[config.mk]
export PLATFORM = sky130hd
export DESIGN_NAME = regfile_wb_arb_flat
export DESIGN_NICKNAME = d
export VERILOG_FILES = /design/src/rtl/regfile_wb_arb_if.sv /design/src/rtl/regfile_wb_arb.sv /design/src/flat_wrapper.sv
export SDC_FILE = /design/constraint.sdc
export NUM_CORES = 1
export LEC_CHECK = 0
export BUFFER_PORTS_ARGS = -buffer_cell sky130_fd_sc_hd__buf_4
export CORE_MARGIN = 2
export CORE_UTILIZATION = 35
export CTS_CLUSTER_DIAMETER = 50
export DETAILED_ROUTE_END_ITERATION = 6
export PLACE_DENSITY_LB_ADDON = 0.12
export RECOVER_POWER = 50
export SYNTH_ARGS = -nofsm -noshare
export SYNTH_HDL_FRONTEND = slang
export SYNTH_SLANG_ARGS = --single-unit
[constraint.sdc]
create_clock -name clk -period 11.2 [get_ports clk]
set_input_delay 1.68 -clock clk [delete_from_list [all_inputs] [get_ports clk]]
set_output_delay 1.68 -clock clk [all_outputs]
set_load 0.01 [all_outputs]
[src/rtl/regfile_wb_arb_if.sv]
// Write-back arbiter bus bundle.
// Groups every handshake and data signal between the pipeline write-back
// stage, decode, the register file write port and the arbiter.
//   master : pipeline side (drives ALU/mem requests and decode check addresses)
//   slave  : arbiter side (drives stall, mem_ready, register file write port,
//            scoreboard busy flags and buffer occupancy)
interface regfile_wb_arb_if #(
    parameter int DATA_W = 32,
    parameter int ADDR_W = 5,
    parameter int DEPTH  = 2
);
    logic              alu_valid;
    logic [ADDR_W-1:0] alu_addr;
    logic [DATA_W-1:0] alu_data;
    logic              alu_stall;

    logic              mem_valid;
    logic              mem_ready;
    logic [ADDR_W-1:0] mem_addr;
    logic [DATA_W-1:0] mem_data;

    logic              rf_wren;
    logic [ADDR_W-1:0] rf_addr_w;
    logic [DATA_W-1:0] rf_data_w;

    logic [ADDR_W-1:0] chk_addr_a;
    logic [ADDR_W-1:0] chk_addr_b;
    logic              chk_busy_a;
    logic              chk_busy_b;

    logic [$clog2(DEPTH+1)-1:0] pend_count;

    modport master (
        output alu_valid, alu_addr, alu_data, mem_valid, mem_addr, mem_data,
               chk_addr_a, chk_addr_b,
        input  alu_stall, mem_ready, rf_wren, rf_addr_w, rf_data_w,
               chk_busy_a, chk_busy_b, pend_count
    );

    modport slave (
        input  alu_valid, alu_addr, alu_data, mem_valid, mem_addr, mem_data,
               chk_addr_a, chk_addr_b,
        output alu_stall, mem_ready, rf_wren, rf_addr_w, rf_data_w,
               chk_busy_a, chk_busy_b, pend_count
    );
endinterface

[src/rtl/regfile_wb_arb.sv]
// Register file write-back arbiter.
// Shares the single register file write port between the non-stallable ALU
// path (priority) and the mem path (valid/ready into a small in-order FIFO).
// An ALU write squashes older buffered writes to the same register so the
// architectural result obeys WAW order. A per-register pending-write
// scoreboard is offered to decode.
// Ports:
//   clk  : clock
//   aclr : synchronous active-high reset
//   bus  : regfile_wb_arb_if.slave (ALU/mem requests, rf write port,
//          scoreboard check/busy, pend_count)
// Optional feature macro: WB_STARVE_GUARD_EN enables the starvation counter
// and forced FIFO service via alu_stall; without it alu_stall is 0.
module regfile_wb_arb #(
    parameter int DATA_W     = 32,
    parameter int ADDR_W     = 5,
    parameter int DEPTH      = 2,
    parameter int STARVE_MAX = 4
) (
    input  logic             clk,
    input  logic             aclr,
    regfile_wb_arb_if.slave  bus
);
    localparam int PTR_W = (DEPTH > 1) ? $clog2(DEPTH) : 1;
    localparam int CNT_W = $clog2(DEPTH + 1);
    localparam logic [PTR_W-1:0] PTR_LAST = PTR_W'(DEPTH - 1);
    localparam logic [CNT_W-1:0] DEPTH_C  = CNT_W'(DEPTH);

    // Elaboration-time parameter sanity.
    if (DEPTH < 1 || STARVE_MAX < 1) begin : g_bad_param
        $fatal(1, "regfile_wb_arb: DEPTH and STARVE_MAX must be >= 1");
    end

    logic [ADDR_W-1:0] fifo_addr_r [DEPTH];
    logic [DATA_W-1:0] fifo_data_r [DEPTH];
    logic [DEPTH-1:0]  fifo_live_r;
    logic [PTR_W-1:0]  wr_ptr_r, rd_ptr_r;
    logic [CNT_W-1:0]  count_r, count_next_s;
    logic              mem_ready_r;
    logic              rf_wren_r;
    logic [ADDR_W-1:0] rf_addr_w_r;
    logic [DATA_W-1:0] rf_data_w_r;

    logic head_valid_s, push_s, pop_s, alu_acc_s, squash_s, alu_stall_s;
    logic hit_a_s, hit_b_s;

    function automatic logic [PTR_W-1:0] ptr_inc(input logic [PTR_W-1:0] p);
        return (p == PTR_LAST) ? '0 : p + PTR_W'(1);
    endfunction

    assign head_valid_s = (count_r != '0);
    // Address 0 transfers complete the handshake but never enter the FIFO.
    assign push_s   = bus.mem_valid && mem_ready_r && (bus.mem_addr != '0);
    assign squash_s = alu_acc_s && (bus.alu_addr != '0);

    // Grant: forced FIFO service, then ALU, then FIFO, then idle.
    always_comb begin
        alu_acc_s = 1'b0;
        pop_s     = 1'b0;
        if (alu_stall_s) begin
            pop_s = head_valid_s;
        end else if (bus.alu_valid) begin
            alu_acc_s = 1'b1;
        end else if (head_valid_s) begin
            pop_s = 1'b1;
        end else begin
            alu_acc_s = 1'b0;
            pop_s     = 1'b0;
        end
    end

    // Occupancy after this cycle's push/pop.
    always_comb begin
        case ({push_s, pop_s})
            2'b10:   count_next_s = count_r + CNT_W'(1);
            2'b01:   count_next_s = count_r - CNT_W'(1);
            default: count_next_s = count_r;
        endcase
    end

    // FIFO storage, pointers, occupancy and registered mem_ready.
    always_ff @(posedge clk) begin
        if (aclr) begin
            for (int i = 0; i < DEPTH; i++) begin
                fifo_addr_r[i] <= '0;
                fifo_data_r[i] <= '0;
            end
            fifo_live_r <= '0;
            wr_ptr_r    <= '0;
            rd_ptr_r    <= '0;
            count_r     <= '0;
            mem_ready_r <= 1'b0;
        end else begin
            for (int i = 0; i < DEPTH; i++) begin
                if (squash_s && (fifo_addr_r[i] == bus.alu_addr)) begin
                    fifo_live_r[i] <= 1'b0;
                end
            end
            // live doubles as entry-valid, so a popped slot is cleared.
            if (pop_s) begin
                fifo_live_r[rd_ptr_r] <= 1'b0;
                rd_ptr_r              <= ptr_inc(rd_ptr_r);
            end
            // Same-cycle mem push counts as older than the ALU write.
            if (push_s) begin
                fifo_addr_r[wr_ptr_r] <= bus.mem_addr;
                fifo_data_r[wr_ptr_r] <= bus.mem_data;
                fifo_live_r[wr_ptr_r] <= !(squash_s && (bus.mem_addr == bus.alu_addr));
                wr_ptr_r              <= ptr_inc(wr_ptr_r);
            end
            count_r     <= count_next_s;
            mem_ready_r <= (count_next_s < DEPTH_C);
        end
    end

    // Register file write port output register.
    always_ff @(posedge clk) begin
        if (aclr) begin
            rf_wren_r   <= 1'b0;
            rf_addr_w_r <= '0;
            rf_data_w_r <= '0;
        end else if (alu_acc_s) begin
            rf_wren_r   <= (bus.alu_addr != '0);
            rf_addr_w_r <= bus.alu_addr;
            rf_data_w_r <= bus.alu_data;
        end else if (pop_s) begin
            rf_wren_r   <= fifo_live_r[rd_ptr_r];
            rf_addr_w_r <= fifo_addr_r[rd_ptr_r];
            rf_data_w_r <= fifo_data_r[rd_ptr_r];
        end else begin
            rf_wren_r   <= 1'b0;
        end
    end

`ifdef WB_STARVE_GUARD_EN
    localparam int SC_W = $clog2(STARVE_MAX + 1);
    localparam logic [SC_W-1:0] SMAX_C = SC_W'(STARVE_MAX);

    logic [SC_W-1:0] starve_r, starve_next_s;
    logic            stall_r;

    // Head wait counter; saturates, cleared by a pop or an empty FIFO.
    always_comb begin
        if (pop_s || !head_valid_s) begin
            starve_next_s = '0;
        end else if (starve_r == SMAX_C) begin
            starve_next_s = starve_r;
        end else begin
            starve_next_s = starve_r + SC_W'(1);
        end
    end

    // Counter and registered forced-service request.
    always_ff @(posedge clk) begin
        if (aclr) begin
            starve_r <= '0;
            stall_r  <= 1'b0;
        end else begin
            starve_r <= starve_next_s;
            stall_r  <= (starve_next_s == SMAX_C);
        end
    end

    assign alu_stall_s = stall_r;
`else
    assign alu_stall_s = 1'b0;
`endif

    // Scoreboard hit search over live FIFO entries.
    always_comb begin
        hit_a_s = 1'b0;
        hit_b_s = 1'b0;
        for (int i = 0; i < DEPTH; i++) begin
            hit_a_s = hit_a_s | (fifo_live_r[i] && (fifo_addr_r[i] == bus.chk_addr_a));
            hit_b_s = hit_b_s | (fifo_live_r[i] && (fifo_addr_r[i] == bus.chk_addr_b));
        end
    end

    assign bus.chk_busy_a = (bus.chk_addr_a != '0) &&
                            (hit_a_s || (rf_wren_r && (rf_addr_w_r == bus.chk_addr_a)));
    assign bus.chk_busy_b = (bus.chk_addr_b != '0) &&
                            (hit_b_s || (rf_wren_r && (rf_addr_w_r == bus.chk_addr_b)));

    assign bus.alu_stall  = alu_stall_s;
    assign bus.mem_ready  = mem_ready_r;
    assign bus.rf_wren    = rf_wren_r;
    assign bus.rf_addr_w  = rf_addr_w_r;
    assign bus.rf_data_w  = rf_data_w_r;
    assign bus.pend_count = count_r;
endmodule

[src/flat_wrapper.sv]
// flat-port wrapper written by rule: the top's interface ports become plain ports
module regfile_wb_arb_flat 
#(
    parameter int DATA_W     = 32,
    parameter int ADDR_W     = 5,
    parameter int DEPTH      = 2,
    parameter int STARVE_MAX = 4
)
  (clk, aclr, bus_alu_valid, bus_alu_addr, bus_alu_data, bus_mem_valid, bus_mem_addr, bus_mem_data, bus_chk_addr_a, bus_chk_addr_b, bus_alu_stall, bus_mem_ready, bus_rf_wren, bus_rf_addr_w, bus_rf_data_w, bus_chk_busy_a, bus_chk_busy_b, bus_pend_count);
  regfile_wb_arb_if #(.DATA_W(DATA_W), .ADDR_W(ADDR_W), .DEPTH(DEPTH)) bus_i ();
  input  logic clk;
  input  logic aclr;
  input wire logic [$bits(bus_i.alu_valid)-1:0] bus_alu_valid;
  input wire logic [$bits(bus_i.alu_addr)-1:0] bus_alu_addr;
  input wire logic [$bits(bus_i.alu_data)-1:0] bus_alu_data;
  input wire logic [$bits(bus_i.mem_valid)-1:0] bus_mem_valid;
  input wire logic [$bits(bus_i.mem_addr)-1:0] bus_mem_addr;
  input wire logic [$bits(bus_i.mem_data)-1:0] bus_mem_data;
  input wire logic [$bits(bus_i.chk_addr_a)-1:0] bus_chk_addr_a;
  input wire logic [$bits(bus_i.chk_addr_b)-1:0] bus_chk_addr_b;
  output wire logic [$bits(bus_i.alu_stall)-1:0] bus_alu_stall;
  output wire logic [$bits(bus_i.mem_ready)-1:0] bus_mem_ready;
  output wire logic [$bits(bus_i.rf_wren)-1:0] bus_rf_wren;
  output wire logic [$bits(bus_i.rf_addr_w)-1:0] bus_rf_addr_w;
  output wire logic [$bits(bus_i.rf_data_w)-1:0] bus_rf_data_w;
  output wire logic [$bits(bus_i.chk_busy_a)-1:0] bus_chk_busy_a;
  output wire logic [$bits(bus_i.chk_busy_b)-1:0] bus_chk_busy_b;
  output wire logic [$bits(bus_i.pend_count)-1:0] bus_pend_count;
  assign bus_i.alu_valid = bus_alu_valid;
  assign bus_i.alu_addr = bus_alu_addr;
  assign bus_i.alu_data = bus_alu_data;
  assign bus_i.mem_valid = bus_mem_valid;
  assign bus_i.mem_addr = bus_mem_addr;
  assign bus_i.mem_data = bus_mem_data;
  assign bus_i.chk_addr_a = bus_chk_addr_a;
  assign bus_i.chk_addr_b = bus_chk_addr_b;
  assign bus_alu_stall = bus_i.alu_stall;
  assign bus_mem_ready = bus_i.mem_ready;
  assign bus_rf_wren = bus_i.rf_wren;
  assign bus_rf_addr_w = bus_i.rf_addr_w;
  assign bus_rf_data_w = bus_i.rf_data_w;
  assign bus_chk_busy_a = bus_i.chk_busy_a;
  assign bus_chk_busy_b = bus_i.chk_busy_b;
  assign bus_pend_count = bus_i.pend_count;
  regfile_wb_arb #(.DATA_W(DATA_W), .ADDR_W(ADDR_W), .DEPTH(DEPTH), .STARVE_MAX(STARVE_MAX)) u_core (.clk(clk), .aclr(aclr), .bus(bus_i));
endmodule
==> results of run 1 <==
==> cell families after synthesis <==
family	after synthesis	synth area share
AND/OR/NAND/NOR	185	0.174
XOR/XNOR	50	0.0778
flip-flops	120	0.558
AO/OA/AOI/OAI	67	0.0840
other	1	0.000666
multiplexers	38	0.0723
adder cells (fa/ha/maj)	1	0.00222
buffers and inverters	32	0.0309
==> Yosys cell counts, types with 2 or more instances <==
| cell | number | area (um^2) |
|---|---|---|
| and2_1 | 77 | 482 |
| inv_1 | 2 | 7.51 |
| nor3_4 | 2 | 32.5 |
| mux2i_1 | 17 | 170 |
| a21oi_1 | 20 | 100 |
| or4_1 | 3 | 22.5 |
| buf_1 | 2 | 7.51 |
| nor4_1 | 9 | 56.3 |
| xnor2_1 | 19 | 166 |
| nand3_1 | 6 | 30.0 |
| or3_1 | 3 | 18.8 |
| nor2_1 | 29 | 109 |
| a32oi_1 | 2 | 17.5 |
| xor2_1 | 31 | 272 |
| edfxtp_1 | 74 | 2220 |
| a222oi_1 | 20 | 200 |
| o21ai_0 | 19 | 95.1 |
| buf_6 | 6 | 67.6 |
| mux2_2 | 21 | 236 |
| dfxtp_1 | 46 | 921 |
| clkbuf_1 | 17 | 63.8 |
| nand2_1 | 53 | 199 |
| buf_2 | 4 | 20.0 |
==> metal layers <==
metal,vias to the layer above,part of all wire,track usage
met3,24,0.053,0.0509
met1,1998,0.43,0.216
met5,-,0,0
met2,126,0.50,0.292
li1,2006,-,-
met4,0,0.022,0.0732
==> worst max-delay path, stage by stage <==
cell and delay, ns:
clkbuf_1 0.18, or4_1 0.19, o211ai_1 0.29, o21ai_0 1.95, buf_4 0.57
==> registers in the layout, indices dropped and copies added, names as in the netlist, named ones only <==
signal                 flops
u_core.fifo_live_r         2
u_core.bus.rf_data_w      32
u_core.fifo_data_r        64
u_core.fifo_addr_r        10
u_core.rd_ptr_r            1
u_core.bus.rf_wren         1
u_core.wr_ptr_r            1
u_core.bus.rf_addr_w       5
u_core.bus.pend_count      2
u_core.bus.mem_ready       1
==> report_power, final <==
part	total (W)	internal, W	switching (W)
Sequential	0.000605	0.000540	0.0000652
Clock	0.000526	0.000339	0.000187
Combinational	0.000279	0.000131	0.000148
==> per-stage QoR <==
stage               power [W]  setup slack (ns)  std cells   util
floorplan            0.000790              6.11        494      -
global placement     0.000917              6.81        815  0.428
detailed placement   0.000925              6.74        815  0.428
CTS                   0.00145              6.73        847  0.465
global route          0.00148              5.95        847  0.451
finish                0.00141              6.39        847  0.451
==> worst min-delay path by stage <==
stage	start	to	slack (ns)	cells past startpoint
detailed placement	u_core.bus.rf_data_w[3]	u_core.bus.rf_data_w[3]	0.44	2
global placement	u_core.bus.rf_data_w[3]	u_core.bus.rf_data_w[3]	0.44	2
CTS	u_core.bus.rf_data_w[3]	u_core.bus.rf_data_w[3]	0.45	2
floorplan	u_core.bus.rf_data_w[0]	u_core.bus.rf_data_w[0]	0.48	2
finish	u_core.bus.rf_data_w[3]	u_core.bus.rf_data_w[3]	0.45	2
global route	u_core.bus.rf_data_w[2]	u_core.bus.rf_data_w[2]	0.46	2
==> layout make-up <==
cell class,count,area (um^2),share of cell area
Timing Repair Buffer,135,852,0.119
Clock inverter,8,67.6,0.00947
Multi-Input combinational cell,342,2280,0.319
Inverter,2,7.51,0.00105
Clock buffer,24,513,0.0719
Sequential cell,120,3140,0.441
Tap cell,216,270,0.0379
==> impl_metrics.ini, run 1 <==
[status]
status = complete, but fails checks
violations = max-capacitance violations, max-slew violations

[floorplanning]
row_count = 46
fp.dieArea_um2 = 17100
die_width_um = 131
ios = 132
coreArea_um2 = 15800
initial_core_util = 0.356
die_y_um = 131

[flow_run]
maxCapViolCount = 5

[critical_path]
cp-end-kind = register
startpoint_type = primary input
critical_path_class = primary input to register
ff2ff_path_depth = 3
r2r-start = u_core.bus.mem_ready
r2r_slack_ns = 7.66
critPathMaxFanout = 22
worstSetupEndpoint = u_core.fifo_data_r[0][2]
required_ns = 11.28
setup.worst_path.start = bus_mem_addr[0]
arrival_ns = 4.89
rr_endpoint = u_core.fifo_data_r[0][2]

[cells_and_area]
n_antenna_cell = 0
area.growth.synth_to_final_pct = 26.7
nFillCells = 1507
final_area_um2 = 7130
drive_above_1_share = 0.230
final_nets = 707
mostFrequentLayoutCells = 92 x buf_4, 74 x edfxtp_1, 57 x and2_1, 53 x nand2_1
final_common_cell = buf_4

[clocking]
tritoncts = built
cts_buffer_depth = 2
root_buffer = clkbuf_16
post_cts_buffers = 0
clk_pin_slew_ns = 0.05
htree_levels = 4
ctsResizeCount = 0
numCtsBuffers = 17
cts_sinks = 120
insertion_delay_ns = 0.41
postCtsHoldBufs = 0

[yosys]
ys_seq_elements = 120
ys_seq_area_frac = 0.558
ys.flop_type = edfxtp_1
yosys_warnings = 0
syn_area_um2 = 5630
synth_area_per_cell_um2 = 11.4
synth_enable_flop_cells = 74
syn_inst = 494
synth_cell_type_count = 35
postSynth.asyncResetShare = 0
syn_nets = 583

[grt]
grt-ovfl-total = 0
grt_pass1_wl_mm = 22.4
grt_pass1_vias = 4175
antenna_found_initial = 0
grt_usage = 0.176
grt_start_max_net_pins = 59

[route]
dr.first_iter.drc_count = 286
num_vias = 4154
dr.pass1.iters = 7
routed_wl_mm = 14.6
detail-route-antenna-nets = 0
viasPerCell = 4.90
drc = 0
wl_per_cell_um = 17.3

[pwr]
p_leak_nw = 2.76
peakVddDrop_mv = 0.0976
powerDensity_nw_per_um2 = 198

[sta]
rsz0062_at_grt = no
max_slew_margin = -0.683
fmax_mhz = 208
setup_tns_ns = 0
fin_crit_ns = 4.81
fin_skew_ns = 0.00610
finalHoldViolations = 0
max_slew.worst_pin.slew_ns = 2.53
maxSlewViolCount = 126
whs_ns = 0.449
setup_violations = 0
finalCritPeriodShare = 0.429

[min_path]
hp-class = register to register

[place]
hpwl_mm = 9.66
numPortBuffers = 130
dpl_cell_area_um2 = 6780
finalWeightedCongestion = 0.816
Note: power is estimated with default switching activity, not from simulation.
==> inputs of run 2 (changes only) <==
clock period = 5 ns   (was 11.2 ns; I/O delays follow)
==> impl_metrics.ini, run 2 (synthesized netlist as in run 1, its figures left out) <==
[flow_run]
maxCapViolCount = 2

[cells_and_area]
drive_above_1_share = 0.230
final_area_um2 = 7170
n_antenna_cell = 0
final_nets = 707
regMostFlops = u_core.fifo_data_r
mostFrequentLayoutCells = 92 x buf_4, 74 x edfxtp_1, 59 x and2_1, 53 x nand2_1, 47 x clkbuf_1
largest_register_ffs = 64
final_common_cell = buf_4
area.growth.synth_to_final_pct = 27.5

[sta]
max_slew.worst_pin.slew_ns = 2.49
maxSlewViolCount = 78
setup_violations = 0
rsz0062_at_grt = no
finalCritPeriodShare = 0.705
fin_skew_ns = 0.00737
max_slew_margin = -0.660
setup_tns_ns = 0
finalHoldViolations = 0
fin_crit_ns = 3.53
fmax_mhz = 284

[clocking]
root_buffer = clkbuf_16
numCtsBuffers = 17
ctsResizeCount = 0
htree_levels = 4
clk_pin_slew_ns = 0.05
tritoncts = built
postCtsHoldBufs = 0
insertion_delay_ns = 0.41
cts_sinks = 120
cts_buffer_depth = 2
post_cts_buffers = 0

[place]
hpwl_mm = 9.60
dpl_cell_area_um2 = 6780
numPortBuffers = 130
finalWeightedCongestion = 0.793

[min_path]
hold_end = u_core.bus.rf_data_w[2]
timing.hold.worst_path_depth = 2
hp-class = register to register
hp-start = u_core.bus.rf_data_w[2]

[critical_path]
startpoint_type = primary input
r2r_slack_ns = 2.06
r2r-start = u_core.bus.mem_ready
rr_endpoint = u_core.fifo_data_r[0][21]
critPathMaxFanout = 58
arrival_ns = 3.83
cp-end-kind = register
ff2ff_path_depth = 3
critical_path_class = primary input to register
required_ns = 5.31

[floorplanning]
fp.dieArea_um2 = 17100
die_y_um = 131
initial_core_util = 0.356
ios = 132
die_width_um = 131
coreArea_um2 = 15800
row_count = 46

[route]
num_vias = 4185
viasPerCell = 4.94
routed_wl_mm = 14.3
drc = 0
dr.first_iter.drc_count = 333
wl_per_cell_um = 16.9
dr.pass1.iters = 7
detail-route-antenna-nets = 0

[grt]
grt_start_max_net_pins = 59
grt-ovfl-total = 0
antenna_found_initial = 0
grt_pass1_vias = 4177
grt_pass1_wl_mm = 22.5
grt_usage = 0.177

[pwr]
p_leak_nw = 2.76
powerDensity_nw_per_um2 = 451
peakVddDrop_mv = 0.229

[status]
violations = max-capacitance violations, max-slew violations
status = complete, but fails checks
run 2: worst max path at each step:
stage	to	slack, ns	cells past startpoint	start
after global routing	u_core.bus.mem_ready	1.10	7	bus_alu_valid
final	u_core.bus.mem_ready	1.47	6	bus_alu_valid
after floorplan	u_core.fifo_addr_r[0][0]	0.84	3	bus_mem_addr[0]
after CTS	bus_chk_busy_b	2.20	5	u_core.fifo_addr_r[0][0]
after global placement	u_core.fifo_data_r[1][21]	2.25	5	bus_mem_addr[0]
after detailed placement	u_core.fifo_data_r[1][21]	2.21	5	bus_mem_addr[0]
run 2: stage by stage:
stage | setup slack, ns | utilization | hold slack [ns] | instances | total power (W)
finish | 1.47 | 0.453 | 0.448 | 847 | 0.00323
global placement | 2.25 | 0.428 | 0.442 | 815 | 0.00205
floorplan | 0.844 | - | 0.476 | 494 | 0.00177
global route | 1.10 | 0.453 | 0.470 | 847 | 0.00341
detailed placement | 2.21 | 0.428 | 0.444 | 815 | 0.00207
CTS | 2.20 | 0.467 | 0.452 | 847 | 0.00334
run 2: layer usage:
layer | vias to the layer above | track usage | part of all wire
met4 | 0 | 0.0801 | 0.023
met1 | 2013 | 0.229 | 0.45
met3 | 23 | 0.0480 | 0.064
met5 | - | 0 | 0
li1 | 2010 | - | -
met2 | 139 | 0.279 | 0.47
run 2: final cells by class:
class                      count  area (um^2)
multi-input combinational    342         2290
clock buffer                  24          493
tap                          216          270
sequential                   120         3140
clock inverter                 8          118
fill                        1516         8650
inverter                       2         7.51
timing repair buffer         135          852
run 2: worst max-delay path: stages:
cell      delay, ns
clkbuf_1       1.74
o21ba_2        0.54
ha_1           0.40
nor2_1         0.14
xnor2_1        0.08
and2_1         0.16
run 2: where the power goes:
part	switching (W)	internal (W)
clock	0.000418	0.000836
combinational	0.000339	0.000293
sequential	0.000140	0.00121
total	0.000897	0.00234
==> inputs of run 3 (changes only) <==
ABC_AREA = 1   (was default)
clock period = 3.4 ns   (was 5 ns; I/O delays follow)
==> impl_metrics.ini, run 3 <==
[status]
status = complete, no violations

[yosys]
syn_area_um2 = 5930
syn_nets = 818
syn_inst = 729
synth_cell_type_count = 30
synth_top_area_frac = 0.375
synthTopCellsByCount = 188 x nand2_1, 115 x nor2_1, 108 x inv_1
synth_xor_xnor_area_share = 0.0221
postSynth.asyncResetShare = 0
synth_enable_flop_cells = 74
ys_seq_area_frac = 0.530
yosys.area.top_type = edfxtp_1
synthMuxAreaShare = 0
synth_compound_area_frac = 0.117
synth_area_leaders = edfxtp_1 37%, dfxtp_1 16%, nand2_1 12%, nor2_1 7.3%, inv_1 6.8%
synth_adder_area_share = 0.00211
synth-simple-area-share = 0.217
ys.flop_type = edfxtp_1
synth_top_family_by_area = simple AND/OR/NAND/NOR gates
ys_seq_elements = 120
yosys_warnings = 0
synthMostInstantiatedCell = nand2_1
synth_area_per_cell_um2 = 8.14

[cells_and_area]
n_antenna_cell = 0
final_nets = 937
drive_above_1_share = 0.148
area.growth.synth_to_final_pct = 25.2
regMostFlops = u_core.fifo_data_r
mostFrequentLayoutCells = 186 x nand2_1, 117 x nor2_1, 110 x inv_1, 90 x buf_4, 74 x edfxtp_1
final_common_cell = nand2_1
largest_register_ffs = 64
final_cell_count_no_fill = 1081

[place]
hpwl_mm = 10.9
numPortBuffers = 130
dp_cells = 1049
place_ws_ns = 0.891
finalWeightedCongestion = 0.834

[critical_path]
required_ns = 3.70
path_buf_inv = 2
cp-end-kind = register
crit_chain = nor2_4 -> nor2_4 -> clkbuf_1 -> inv_1 -> o21ai_0 -> nor2_1 -> nand2_1 -> nand2_1
startpoint_type = register
arrival_ns = 2.57
critical_path_class = register to register
crit_slowest_cell = clkbuf_1
critPathMaxFanout = 24
slowest_delay_ns = 0.93
critical_path.top_delay_family = buffers and inverters

[pwr]
p_switching_w = 0.00141
switching_share = 0.298
cell_internal_pwr_w = 0.00331
p_leak_nw = 3.32
p_total_w = 0.00472
p_clk_frac = 0.384
powerDensity_nw_per_um2 = 635
peakVddDrop_mv = 0.407
combinationalPowerShare = 0.203
power.share.sequential = 0.413

[sta]
fin_ws_ns = 1.13
fmax_mhz = 441
setup_violations = 0
max_slew_margin = 0.0965
fin_crit_ns = 2.27
finalCritPeriodShare = 0.667
rsz0062_at_grt = no
maxSlewViolCount = 0
max_slew.worst_pin.slew_ns = 1.35
setup_tns_ns = 0
finalHoldViolations = 0
fin_skew_ns = 0.00492

[floorplanning]
coreArea_um2 = 16600
initial_core_util = 0.358
row_count = 47
fp.dieArea_um2 = 18000
die_width_um = 134
ios = 132
die_y_um = 134

[clocking]
post_cts_buffers = 0
root_buffer = clkbuf_16
insertion_delay_ns = 0.41
ctsResizeCount = 0
clk_pin_slew_ns = 0.05
cts_sinks = 120
numCtsBuffers = 17
tritoncts = built
postCtsHoldBufs = 0
htree_levels = 4
cts_buffer_depth = 2

[min_path]
hp-class = primary input to register

[route]
viasPerCell = 4.64
detail-route-antenna-nets = 0
num_vias = 5011
routed_wl_mm = 15.9
dr.first_iter.drc_count = 257
dr.pass1.iters = 5
drc = 0
wl_per_cell_um = 14.7

[flow_run]
maxCapViolCount = 0

[grt]
grt-ovfl-total = 0
grt_start_max_net_pins = 51
met2_usage = 0.291
grt_pass1_vias = 4909
grt_pass1_wl_mm = 25.2
grt_usage = 0.182
grt_busiest_layer = met2
grt_use_met3 = 0.0355
antenna_found_initial = 0
grtUsageMet1 = 0.249
## run 3: changes by cell type in the layout (fill, tap and decap cells not counted), sizes merged, moves of 17 or more
| cell | previous run | this run |
|---|---|---|
| xor2 | 31 | 9 |
| and2 | 77 | 0 |
| o211ai | 1 | 30 |
| nand2 | 53 | 189 |
| mux2i | 17 | 0 |
| mux2 | 21 | 0 |
| inv | 2 | 113 |
| nor2 | 29 | 119 |
| a21oi | 20 | 38 |
| a222oi | 20 | 0 |
## run 3: power groups by stage
stage | clock network (W) | registers [W] | logic (W)
2_1_floorplan | 0 | 0.00194 | 0.000674
3_3_place_gp | 0 | 0.00198 | 0.00103
3_5_place_dp | 0 | 0.00198 | 0.00105
4_1_cts | 0.00183 | 0.00195 | 0.00106
5_1_grt | 0.00190 | 0.00198 | 0.00110
6_report | 0.00181 | 0.00195 | 0.000958
## run 3: tightest hold or removal path: cells and delay by family
| kind | cells | cell delay, ns |
|---|---|---|
| buf+inv | 1 | 0.08 |
| compound gates | 2 | 0.15 |
## run 3: kinds of logic after synthesis
family / after synthesis
other cells: 1
compound gates: 117
flops: 120
xor+xnor: 15
fa+ha+maj: 1
buf+inv: 147
simple gates: 328
## run 3: final timing paths
path | start | to | slack, ns | cells past startpoint
min | bus_alu_data[14] | u_core.bus.rf_data_w[14] | 0.37 | 3
max reg2reg | u_core.bus.pend_count[0] | u_core.fifo_live_r[0] | 1.13 | 8
max | u_core.bus.pend_count[0] | u_core.fifo_live_r[0] | 1.13 | 8
min reg2reg | u_core.bus.rf_data_w[21] | u_core.bus.rf_data_w[21] | 0.49 | 2
## run 3: metrics by stage
stage	area, um^2	hold WS, ns	utilization
6_report	7430	0.374	0.448
5_1_grt	7430	0.380	0.448
4_1_cts	7600	0.361	0.458
3_5_place_dp	7000	0.488	0.422
3_3_place_gp	7000	0.460	0.422
2_1_floorplan	5930	0.447	-
## run 3: area by class of cell
cell class	instances	area, um^2
Clock buffer	21	470
Clock inverter	11	128
Fill cell	1705	9160
Inverter	113	427
Multi-Input combinational cell	462	2120
Sequential cell	120	3140
Tap cell	220	275
Timing Repair Buffer	134	857
## run 3: routing by layer
metal | part of all wire | wire (um)
met5 | 0 | 0
met1 | 0.46 | 7380
met2 | 0.47 | 7550
met3 | 0.052 | 821
met4 | 0.012 | 185
